**src/rtl/rega_pkg.sv**
```systemverilog
// rtl/rega_pkg.sv - shared state, valve and error encodings for the irrigation sequencer
//
// Purpose: one place for the state numbering shown on the debug display, the
//          two-bit valve command consumed by the valve drivers, the error codes
//          and the "tank level sufficient" pattern.
// Ports:   none (package).
package rega_pkg;

   // Numbering is visible on the estado debug output, keep it stable.
   typedef enum logic [2:0] {
      ST_IDLE  = 3'd0,
      ST_ASP   = 3'd1,
      ST_GOT   = 3'd2,
      ST_LIMP  = 3'd3,
      ST_PAUSA = 3'd4,
      ST_ERRO  = 3'd5
   } estado_e;

   localparam logic [1:0] REGA_OFF = 2'b00;
   localparam logic [1:0] REGA_ASP = 2'b10;
   localparam logic [1:0] REGA_GOT = 2'b01;

   localparam logic [1:0] ERRO_NENHUM = 2'b00;
   localparam logic [1:0] ERRO_VE     = 2'b01;
   localparam logic [1:0] ERRO_NIVEL  = 2'b10;
   localparam logic [1:0] ERRO_AMBOS  = 2'b11;

   localparam logic [1:0] NIVEL_OK = 2'b11;

   function automatic logic [1:0] rega_decode(input estado_e st);
      case (st)
         ST_ASP:  return REGA_ASP;
         ST_GOT:  return REGA_GOT;
         default: return REGA_OFF;
      endcase
   endfunction

endpackage

```
**src/rtl/rega_timer.sv**
```systemverilog
// rtl/rega_timer.sv - loadable down-counter that times each irrigation phase
//
// Purpose: holds the remaining-cycle count of the active phase. A load
//          overrides the decrement; the count parks at zero.
// Ports:   clk, reset   - clock, asynchronous active-high reset
//          load         - load load_val on the next edge
//          load_val     - value to load (phase length minus one)
//          val          - current count
//          zero         - count is zero (last cycle of the phase)
module rega_timer #(
   parameter int CNT_W = 8
) (
   input  logic             clk,
   input  logic             reset,
   input  logic             load,
   input  logic [CNT_W-1:0] load_val,
   output logic [CNT_W-1:0] val,
   output logic             zero
);

   logic [CNT_W-1:0] cnt_q;
   logic [CNT_W-1:0] cnt_d;

   always_comb begin
      cnt_d = cnt_q;
      if (load) begin
         cnt_d = load_val;
      end else if (cnt_q != '0) begin
         cnt_d = cnt_q - CNT_W'(1);
      end
   end

   always_ff @(posedge clk or posedge reset) begin
      if (reset) begin
         cnt_q <= '0;
      end else begin
         cnt_q <= cnt_d;
      end
   end

   assign val  = cnt_q;
   assign zero = (cnt_q == '0);

endmodule

```
**src/rtl/ctrl_rega.sv**
```systemverilog
// rtl/ctrl_rega.sv - irrigation sequencer: request latching, outlet arbitration, phase timing, abort
//
// Purpose: latches sprinkler / drip / cleaning requests, grants the shared
//          outlet to one at a time (cleaning > sprinkler > drip), times each
//          phase and aborts into a sticky error state on fill-valve or
//          tank-level conflicts.
// Option:  CTRL_REGA_PAUSA_EN - when defined, a rest phase of PAUSA_CICLOS
//          cycles follows every normal completion.
// Ports:   clk, reset         - clock, asynchronous active-high reset
//          req_asp/got/limpeza - requests (level or pulse)
//          ve                 - fill valve open
//          nivel              - tank level, 11 = sufficient
//          erro_ack           - leave the error state
//          rega               - valve command (10 sprinkler, 01 drip, 00 off)
//          limpando, ocupado  - cleaning active, not idle
//          fim                - one-cycle pulse after a normal completion
//          erro, erro_cod     - error state and cause (01 ve, 10 level, 11 both)
//          estado             - state register for debug/display
module ctrl_rega
   import rega_pkg::*;
#(
   parameter int ASP_CICLOS   = 8,
   parameter int GOT_CICLOS   = 16,
   parameter int LIMP_CICLOS  = 4,
   parameter int PAUSA_CICLOS = 3,
   parameter int CNT_W        = 8
) (
   input  logic       clk,
   input  logic       reset,
   input  logic       req_asp,
   input  logic       req_got,
   input  logic       req_limpeza,
   input  logic       ve,
   input  logic [1:0] nivel,
   input  logic       erro_ack,
   output logic [1:0] rega,
   output logic       limpando,
   output logic       ocupado,
   output logic       fim,
   output logic       erro,
   output logic [1:0] erro_cod,
   output logic [2:0] estado
);

   localparam logic [CNT_W-1:0] ASP_LOAD  = CNT_W'(ASP_CICLOS - 1);
   localparam logic [CNT_W-1:0] GOT_LOAD  = CNT_W'(GOT_CICLOS - 1);
   localparam logic [CNT_W-1:0] LIMP_LOAD = CNT_W'(LIMP_CICLOS - 1);
`ifdef CTRL_REGA_PAUSA_EN
   localparam logic [CNT_W-1:0] PAUSA_LOAD = CNT_W'(PAUSA_CICLOS - 1);
`else
   localparam int unused_pausa_ciclos = PAUSA_CICLOS;
`endif

   estado_e          state_q, state_d;
   logic             p_asp_q, p_asp_d;
   logic             p_got_q, p_got_d;
   logic             p_limp_q, p_limp_d;
   logic [1:0]       rega_q;
   logic             limpando_q, ocupado_q, erro_q;
   logic             fim_q, fim_d;
   logic [1:0]       erro_cod_q, erro_cod_d;

   logic             tmr_load;
   logic [CNT_W-1:0] tmr_load_val;
   logic [CNT_W-1:0] cnt_val_unused;
   logic             tmr_zero;

   logic             nivel_ok;
   logic             eff_asp, eff_got, eff_limp;
   logic             ent_asp, ent_got, ent_limp;
   logic             abort_ve, abort_niv;

   rega_timer #(
      .CNT_W(CNT_W)
   ) u_timer (
      .clk      (clk),
      .reset    (reset),
      .load     (tmr_load),
      .load_val (tmr_load_val),
      .val      (cnt_val_unused),
      .zero     (tmr_zero)
   );

   assign nivel_ok = (nivel == NIVEL_OK);

   // The live input is OR'ed in so an IDLE request is served on this edge.
   assign eff_asp  = p_asp_q  | req_asp;
   assign eff_got  = p_got_q  | req_got;
   assign eff_limp = p_limp_q | req_limpeza;

   always_comb begin
      state_d      = state_q;
      tmr_load     = 1'b0;
      tmr_load_val = '0;
      fim_d        = 1'b0;
      erro_cod_d   = erro_cod_q;
      ent_asp      = 1'b0;
      ent_got      = 1'b0;
      ent_limp     = 1'b0;
      abort_ve     = 1'b0;
      abort_niv    = 1'b0;

      case (state_q)
         ST_IDLE: begin
            // Blocked requests simply stay pending; no error is raised.
            if (eff_limp && !ve) begin
               state_d      = ST_LIMP;
               tmr_load     = 1'b1;
               tmr_load_val = LIMP_LOAD;
               ent_limp     = 1'b1;
            end else if (eff_asp && !ve && nivel_ok) begin
               state_d      = ST_ASP;
               tmr_load     = 1'b1;
               tmr_load_val = ASP_LOAD;
               ent_asp      = 1'b1;
            end else if (eff_got && !ve && nivel_ok) begin
               state_d      = ST_GOT;
               tmr_load     = 1'b1;
               tmr_load_val = GOT_LOAD;
               ent_got      = 1'b1;
            end
         end

         ST_ASP, ST_GOT, ST_LIMP: begin
            // Cleaning does not draw from the tank, so only ve aborts it.
            abort_ve  = ve;
            abort_niv = (state_q != ST_LIMP) && !nivel_ok;
            // Abort is checked first so it wins over a same-edge completion.
            if (abort_ve || abort_niv) begin
               state_d    = ST_ERRO;
               erro_cod_d = {abort_niv, abort_ve};
            end else if (tmr_zero) begin
               fim_d = 1'b1;
`ifdef CTRL_REGA_PAUSA_EN
               state_d      = ST_PAUSA;
               tmr_load     = 1'b1;
               tmr_load_val = PAUSA_LOAD;
`else
               state_d = ST_IDLE;
`endif
            end
         end

`ifdef CTRL_REGA_PAUSA_EN
         ST_PAUSA: begin
            if (tmr_zero) begin
               state_d = ST_IDLE;
            end
         end
`endif

         ST_ERRO: begin
            if (erro_ack) begin
               state_d    = ST_IDLE;
               erro_cod_d = ERRO_NENHUM;
            end
         end

         default: begin
            state_d = ST_IDLE;
         end
      endcase
   end

   // Pending latches: dropped while in or entering ERRO (including the ack
   // edge), otherwise set by the request and cleared when that type starts.
   always_comb begin
      if ((state_q == ST_ERRO) || (state_d == ST_ERRO)) begin
         p_asp_d  = 1'b0;
         p_got_d  = 1'b0;
         p_limp_d = 1'b0;
      end else begin
         p_asp_d  = (p_asp_q  | req_asp)     & ~ent_asp;
         p_got_d  = (p_got_q  | req_got)     & ~ent_got;
         p_limp_d = (p_limp_q | req_limpeza) & ~ent_limp;
      end
   end

   // Outputs are decoded from the next state and registered, so they track
   // the state register cycle for cycle and cannot glitch.
   always_ff @(posedge clk or posedge reset) begin
      if (reset) begin
         state_q    <= ST_IDLE;
         p_asp_q    <= 1'b0;
         p_got_q    <= 1'b0;
         p_limp_q   <= 1'b0;
         rega_q     <= REGA_OFF;
         limpando_q <= 1'b0;
         ocupado_q  <= 1'b0;
         erro_q     <= 1'b0;
         fim_q      <= 1'b0;
         erro_cod_q <= ERRO_NENHUM;
      end else begin
         state_q    <= state_d;
         p_asp_q    <= p_asp_d;
         p_got_q    <= p_got_d;
         p_limp_q   <= p_limp_d;
         rega_q     <= rega_decode(state_d);
         limpando_q <= (state_d == ST_LIMP);
         ocupado_q  <= (state_d != ST_IDLE);
         erro_q     <= (state_d == ST_ERRO);
         fim_q      <= fim_d;
         erro_cod_q <= erro_cod_d;
      end
   end

   assign rega     = rega_q;
   assign limpando = limpando_q;
   assign ocupado  = ocupado_q;
   assign erro     = erro_q;
   assign fim      = fim_q;
   assign erro_cod = erro_cod_q;
   assign estado   = state_q;

endmodule

```
**config.mk**
```make
export PLATFORM = sky130hd
export DESIGN_NAME = ctrl_rega
export DESIGN_NICKNAME = d
export VERILOG_FILES = /design/src/rtl/rega_pkg.sv /design/src/rtl/rega_timer.sv /design/src/rtl/ctrl_rega.sv
export SDC_FILE = /design/constraint.sdc
export NUM_CORES = 1
export LEC_CHECK = 0
export BUFFER_PORTS_ARGS = -buffer_cell sky130_fd_sc_hd__buf_2
export CAP_MARGIN = 15
export CORE_ASPECT_RATIO = 0.75
export CORE_MARGIN = 1.5
export CORE_UTILIZATION = 54
export DETAILED_ROUTE_END_ITERATION = 16
export PLACE_DENSITY = 0.77
export RECOVER_POWER = 100
export SYNTH_ARGS = -nofsm -noshare
export SYNTH_HDL_FRONTEND = slang
export SYNTH_SLANG_ARGS = --single-unit
```
**constraint.sdc**
```tcl
create_clock -name clk -period 5.33 [get_ports clk]
set_clock_uncertainty 0.15 [all_clocks]
set_input_delay 0 -clock clk [delete_from_list [all_inputs] [get_ports clk]]
set_output_delay 0 -clock clk [all_outputs]
set_load 0.005 [all_outputs]
```
======== Yosys cells after proc, flatten, opt, wreduce, memory -nomap -nowiden ========
Cells that the tools add are included.
W data, S select, Z words.
storage, ports and cells
  register bits ........................... 22
  bits of input ports ..................... 9
  output and inout port bits .............. 11
  word-level logic and storage cells ...... 86
cells by class
  add/subtract/negate cells ............... 1
  equality and inequality tests ........... 12
  multiplexer cells ....................... 35
  bitwise logic cells ..................... 9
  reduce and logical (&&, ||, !) cells .... 18
operators by type and width
  cell                   number
  $mux W1                18
  $mux W3                6
  $mux W4                4
  $mux W8                2
  $eq A3 B2 Y1 const B   4
  $pmux W3 S3            1
  $logic_not A8 Y1       1
  $pmux W2 S2            2
  $reduce_bool A8 Y1     1
  $sub A8 B1 Y8 const B  1
  $eq A3 B1 Y1 const B   2
  $eq A3 B3 Y1 const B   2
  $logic_and A1 B1 Y1    6
  $mux W2                2
  $ne A2 B2 Y1 const B   2
  $reduce_bool A2 Y1     2
  $and A1 B1 Y1          3
  $logic_not A3 Y1       1
  $ne A3 B2 Y1 const B   1
  $not A1 Y1             3
  $or A1 B1 Y1           3
  $reduce_and A3 Y1      1
  $reduce_bool A3 Y1     1
  $reduce_or A3 Y1       1
  3 further kinds        5

======== Longest topological paths before layout ========
  depth after elaboration ................. 10
  gate-level depth with buffers ........... 7
  gate-level depth less buffers ........... 7

======== Modules after synthesis ========
Synthesis repeated with hierarchy kept, for this count alone.
second synthesis, totals
  cell total of the unflattened synthesis .. 134
  area total of the unflattened synthesis .. 1246.2 sq um
modules (own cells, without submodules)
  module      instances  cells each  area an instance (sq um)  sequential area each (sq um)
  ctrl_rega   1          78          749.5                     350.3
  rega_timer  1          56          496.7                     200.2

======== Worst setup path before layout ========
OpenSTA, ideal clock, no wires.
  kind .................................... reg2reg
  start point ............................. reg u_timer.cnt_q[0], in the netlist u_timer.val[0]
  end point ............................... reg rega_q[0], in the netlist rega[0]
  setup time .............................. 120 ps
  arrival time ............................ 1488 ps
  data required time ...................... 5060 ps
  setup slack ............................. 3573 ps
  stages on the path, launching flop included .. 8
  buffers on the path ..................... 0
  clock period less this slack ............ 1757 ps
  cell sequence ........................... dfrtp_1 -> inv_1 -> ha_1 -> nor4b_4 -> nand2_4 -> a32oi_2 -> inv_2 -> and3_1
on the way
  word-level cells in the longest chain between the ends .. 6
  elaborated cells on any way between the ends .. 7
  classes of those cells .................. eq/ne (2); mux (4); reduce/logical (1)
ends and longest elaborated chain
  item                                                 RTL line          source
  start: declaration                                   rega_timer.sv:21  logic [CNT_W-1:0] cnt_q;
  start signal: assignment                             rega_timer.sv:37  cnt_q <= cnt_d;
  $logic_not A8 Y1 *                                   rega_timer.sv:42  assign zero = (cnt_q == '0);
  $mux W3 *                                            ctrl_rega.sv:132  end else if (tmr_zero) begin
  $mux W3 *                                            ctrl_rega.sv:129  if (abort_ve || abort_niv) begin
  $pmux W3 S3 *                                        ctrl_rega.sv:103  case (state_q)
  via state_d[1]                                       ctrl_rega.sv:54   estado_e state_q, state_d;
  $eq A3 B2 Y1 / $eq A3 B1 Y1 (equally long branches)  rega_pkg.sv:31    case (st)
  $pmux W2 S2 *                                        rega_pkg.sv:31
  end signal: assignment                               ctrl_rega.sv:198  rega_q <= rega_decode(state_d);
  end: declaration                                     ctrl_rega.sv:58   logic [1:0] rega_q;
The timed path passes the listed nets; every way through them passes the cells marked *.
A chain may end at the register's enable or synchronous reset.

======== Worst setup path in the final report ========
  start point ............................. reg u_timer.cnt_q[0], in the netlist u_timer.val[0]
  end point ............................... reg rega_q[1], in the netlist rega[1]
Same word-level chain as after synthesis.

==> impl_metrics.env <==
export IMPL_hold_path_class="in -> reg"
export IMPL_critPathArrivalTime_ps=2640
export IMPL_tightest_slew_ps=854
export IMPL_mostFrequentLayoutCells="dfrtp_1, nor2_1, buf_2, inv_1, dlygate4sd3_1"
export IMPL_numCtsBuffers=3
export IMPL_fin_total_pwr_mw=0.746
export IMPL_synth_top_cell_area_share_pct=46.7
export IMPL_ys_async_sr_fraction_pct=100
export IMPL_viasPerCell=5.66
export IMPL_min_period_over_period_pct=48.0
export IMPL_clk_pin_slew_worst_paths_ps=120
export IMPL_worst_ep_required_time_ps=5410
export IMPL_final_cells=166
export IMPL_synth_largest_area_cell="dfrtp_1"
export IMPL_rsz0062_at_grt="no"
export IMPL_coreArea_sq_um=2030
export IMPL_worstHoldStart="nivel[1]"
export IMPL_synth_edf_count=0
export IMPL_synth_seq_cells=22
export IMPL_route_vias_total=939
export IMPL_start_util_pct=58.1
export IMPL_synth_area_per_cell_sq_um=10.3
export IMPL_drtIter0Drc=19
export IMPL_worstHoldEndpoint="u_timer.val[2]$_DFFE_PP0P_"
export IMPL_portBuffers=19
export IMPL_tritoncts="done"
export IMPL_yosysWarnings=0
export IMPL_gp_congestion=0.871
export IMPL_r2r_end="rega[1]$_DFF_PP0_"
export IMPL_drive_gt1_share_pct=16.9
export IMPL_setup_ws_ps=2770
export IMPL_clkPwrFrac_pct=17.1
export IMPL_cap_viol_max_count=0
export IMPL_wl_per_cell_um=14.9
export IMPL_n_fill_cell=175
export IMPL_dpl_cell_area_sq_um=1290
export IMPL_ctsResizeCount=0
export IMPL_hold_viol_final=0
export IMPL_insertion_delay_ps=310
export IMPL_grt_pass1_wl_um=4060
export IMPL_reg2regPathDepth=7
export IMPL_antenna_found_initial=0
export IMPL_ant_nets=0
export IMPL_fp_dieH_um=43.5
export IMPL_power_density_nw_per_um2=550
export IMPL_routed_wl_um=2480
export IMPL_syn_inst=114
export IMPL_synth_main_ff_cell="dfrtp_1"
export IMPL_nets=153
export IMPL_vdd_ir_drop_max_mv=0.417
export IMPL_max_slew_margin_rel_pct=42.3
export IMPL_p_leak_nw=0.643
export IMPL_fp_dieW_um=57.0
export IMPL_p_sw_share_pct=39.5
export IMPL_p_int_mw=0.452
export IMPL_dp_slack_ps=3380
export IMPL_clock_sinks=22
export IMPL_num_antenna_cells=0
export IMPL_seq_area_frac_synth_pct=46.7
export IMPL_fin_area_sq_um=1360
export IMPL_die_area_sq_um=2480
export IMPL_placed_cells=155
export IMPL_fin_util_pct=66.8
export IMPL_final_common_cell="dfrtp_1"
export IMPL_cts_root_buf="clkbuf_4"
export IMPL_critPathLaunch="u_timer.val[0]$_DFFE_PP0P_"
export IMPL_track_usage_pct=22.2
export IMPL_seq_power_share_pct=42.2
export IMPL_maxSlewViolCount=0
export IMPL_period_needed_ps=2560
export IMPL_netlist_cell_type_count=45
export IMPL_holdWs_ps=62.7
export IMPL_worstReg2RegStart="u_timer.val[0]$_DFFE_PP0P_"
export IMPL_cp_start_kind="flop"
export IMPL_io_pins=20
export IMPL_dp_hpwl_um=1830
export IMPL_grt_pass1_vias=880
export IMPL_combinationalPowerShare_pct=40.7
export IMPL_htreeDepth=1
export IMPL_path_class="reg -> reg"
export IMPL_rows=14
export IMPL_fmax_mhz=391
export IMPL_finalSetupViolCount=0
export IMPL_syn_area_sq_um=1180
export IMPL_syn2layout_area_growth_pct=15.1
export IMPL_route_detailed_drc=0
export IMPL_drt_pass1_iterations=4
export IMPL_ys_top_cells_by_area="dfrtp_1, nor2_1, a32oi_2, inv_1, xnor2_1"
export IMPL_outcome="complete, no violations"
export IMPL_cts_max_path_buffers=2
export IMPL_end_kind="flop"
export IMPL_p_sw_mw=0.294
export IMPL_critPathMaxFanout=8
export IMPL_grt_ovfl_total=0
export IMPL_syn_nets=124
export IMPL_tns_ps=0
export IMPL_rrSetupSlack_ps=2770
export IMPL_holdPathStages=5
export IMPL_grt_max_degree=23
[sequential cells by signal (all words and copies together), names as in the netlist, 2 cells and up]
register     count
estado           3
erro_cod         2
u_timer.val      8
rega             2
[cell families after synthesis]
group	after synthesis	synth area share [%]
simple gates	51	28.6
compound gates	23	14.6
flops	22	46.7
buf+inv	10	3.61
xor+xnor	5	3.71
mux	2	1.70
fa+ha+maj	1	1.06
[cell usage after synthesis, drive strengths merged (3+ instances only)]
cell type and n:
dfrtp 22, nor2 16, inv 8, nor3 7, a21oi 5, nand2 5, o21ai 5, nor4 4
and2 3, nand3 3, xnor2 3
[per-layer routing]
layer / GRT usage (%) / vias to the layer above / part of all wire [%]
met3: 6.57 / 2 / 3.7
li1: - / 459 / -
met1: 30.2 / 462 / 48
met4: 6.51 / 0 / 0.77
met2: 34.9 / 16 / 48
met5: 0 / - / 0
[power groups by stage]
stage	Clock, mW	Combinational, mW	Sequential, mW
final	0.127	0.304	0.315
after global routing	0.135	0.345	0.324
after CTS	0.130	0.324	0.321
after detailed placement	0	0.315	0.324
after global placement	0	0.301	0.320
after floorplan	0	0.240	0.305
[how the worst max path moves through the flow]
stage                              endpoint  slack, ps
after global routing      rega[1]$_DFF_PP0_       2530
after floorplan           rega[0]$_DFF_PP0_       3570
final                     rega[1]$_DFF_PP0_       2770
after global placement    rega[0]$_DFF_PP0_       3500
after CTS                 p_asp_q$_DFF_PP0_       3300
after detailed placement  rega[1]$_DFF_PP0_       3380
[worst max-delay path, stage by stage, from the launching register on]
cell      delay (ps)
dfrtp_1          420
inv_1             70
ha_1             210
nor4b_1          720
nand2_4          160
a32oi_1          370
clkinv_1         160
nor3_1           220
[what timing repair did]
item / in CTS / in global routing
hold endpoints to repair: 32 / 0
setup endpoints to repair: 0 / 0
buffers inserted: 0 / 0
hold buffers: 7 / 0
[final cells by class]
class	instances	area [sq um]	share of cell area, %
Sequential cell	22	551	40.6
Multi-Input combinational cell	82	534	39.4
Timing Repair Buffer	26	160	11.8
Clock inverter	1	30.0	2.21
Inverter	8	30.0	2.21
Tap cell	24	30.0	2.21
Clock buffer	3	22.5	1.66
Power figures use the tool's default switching activity.
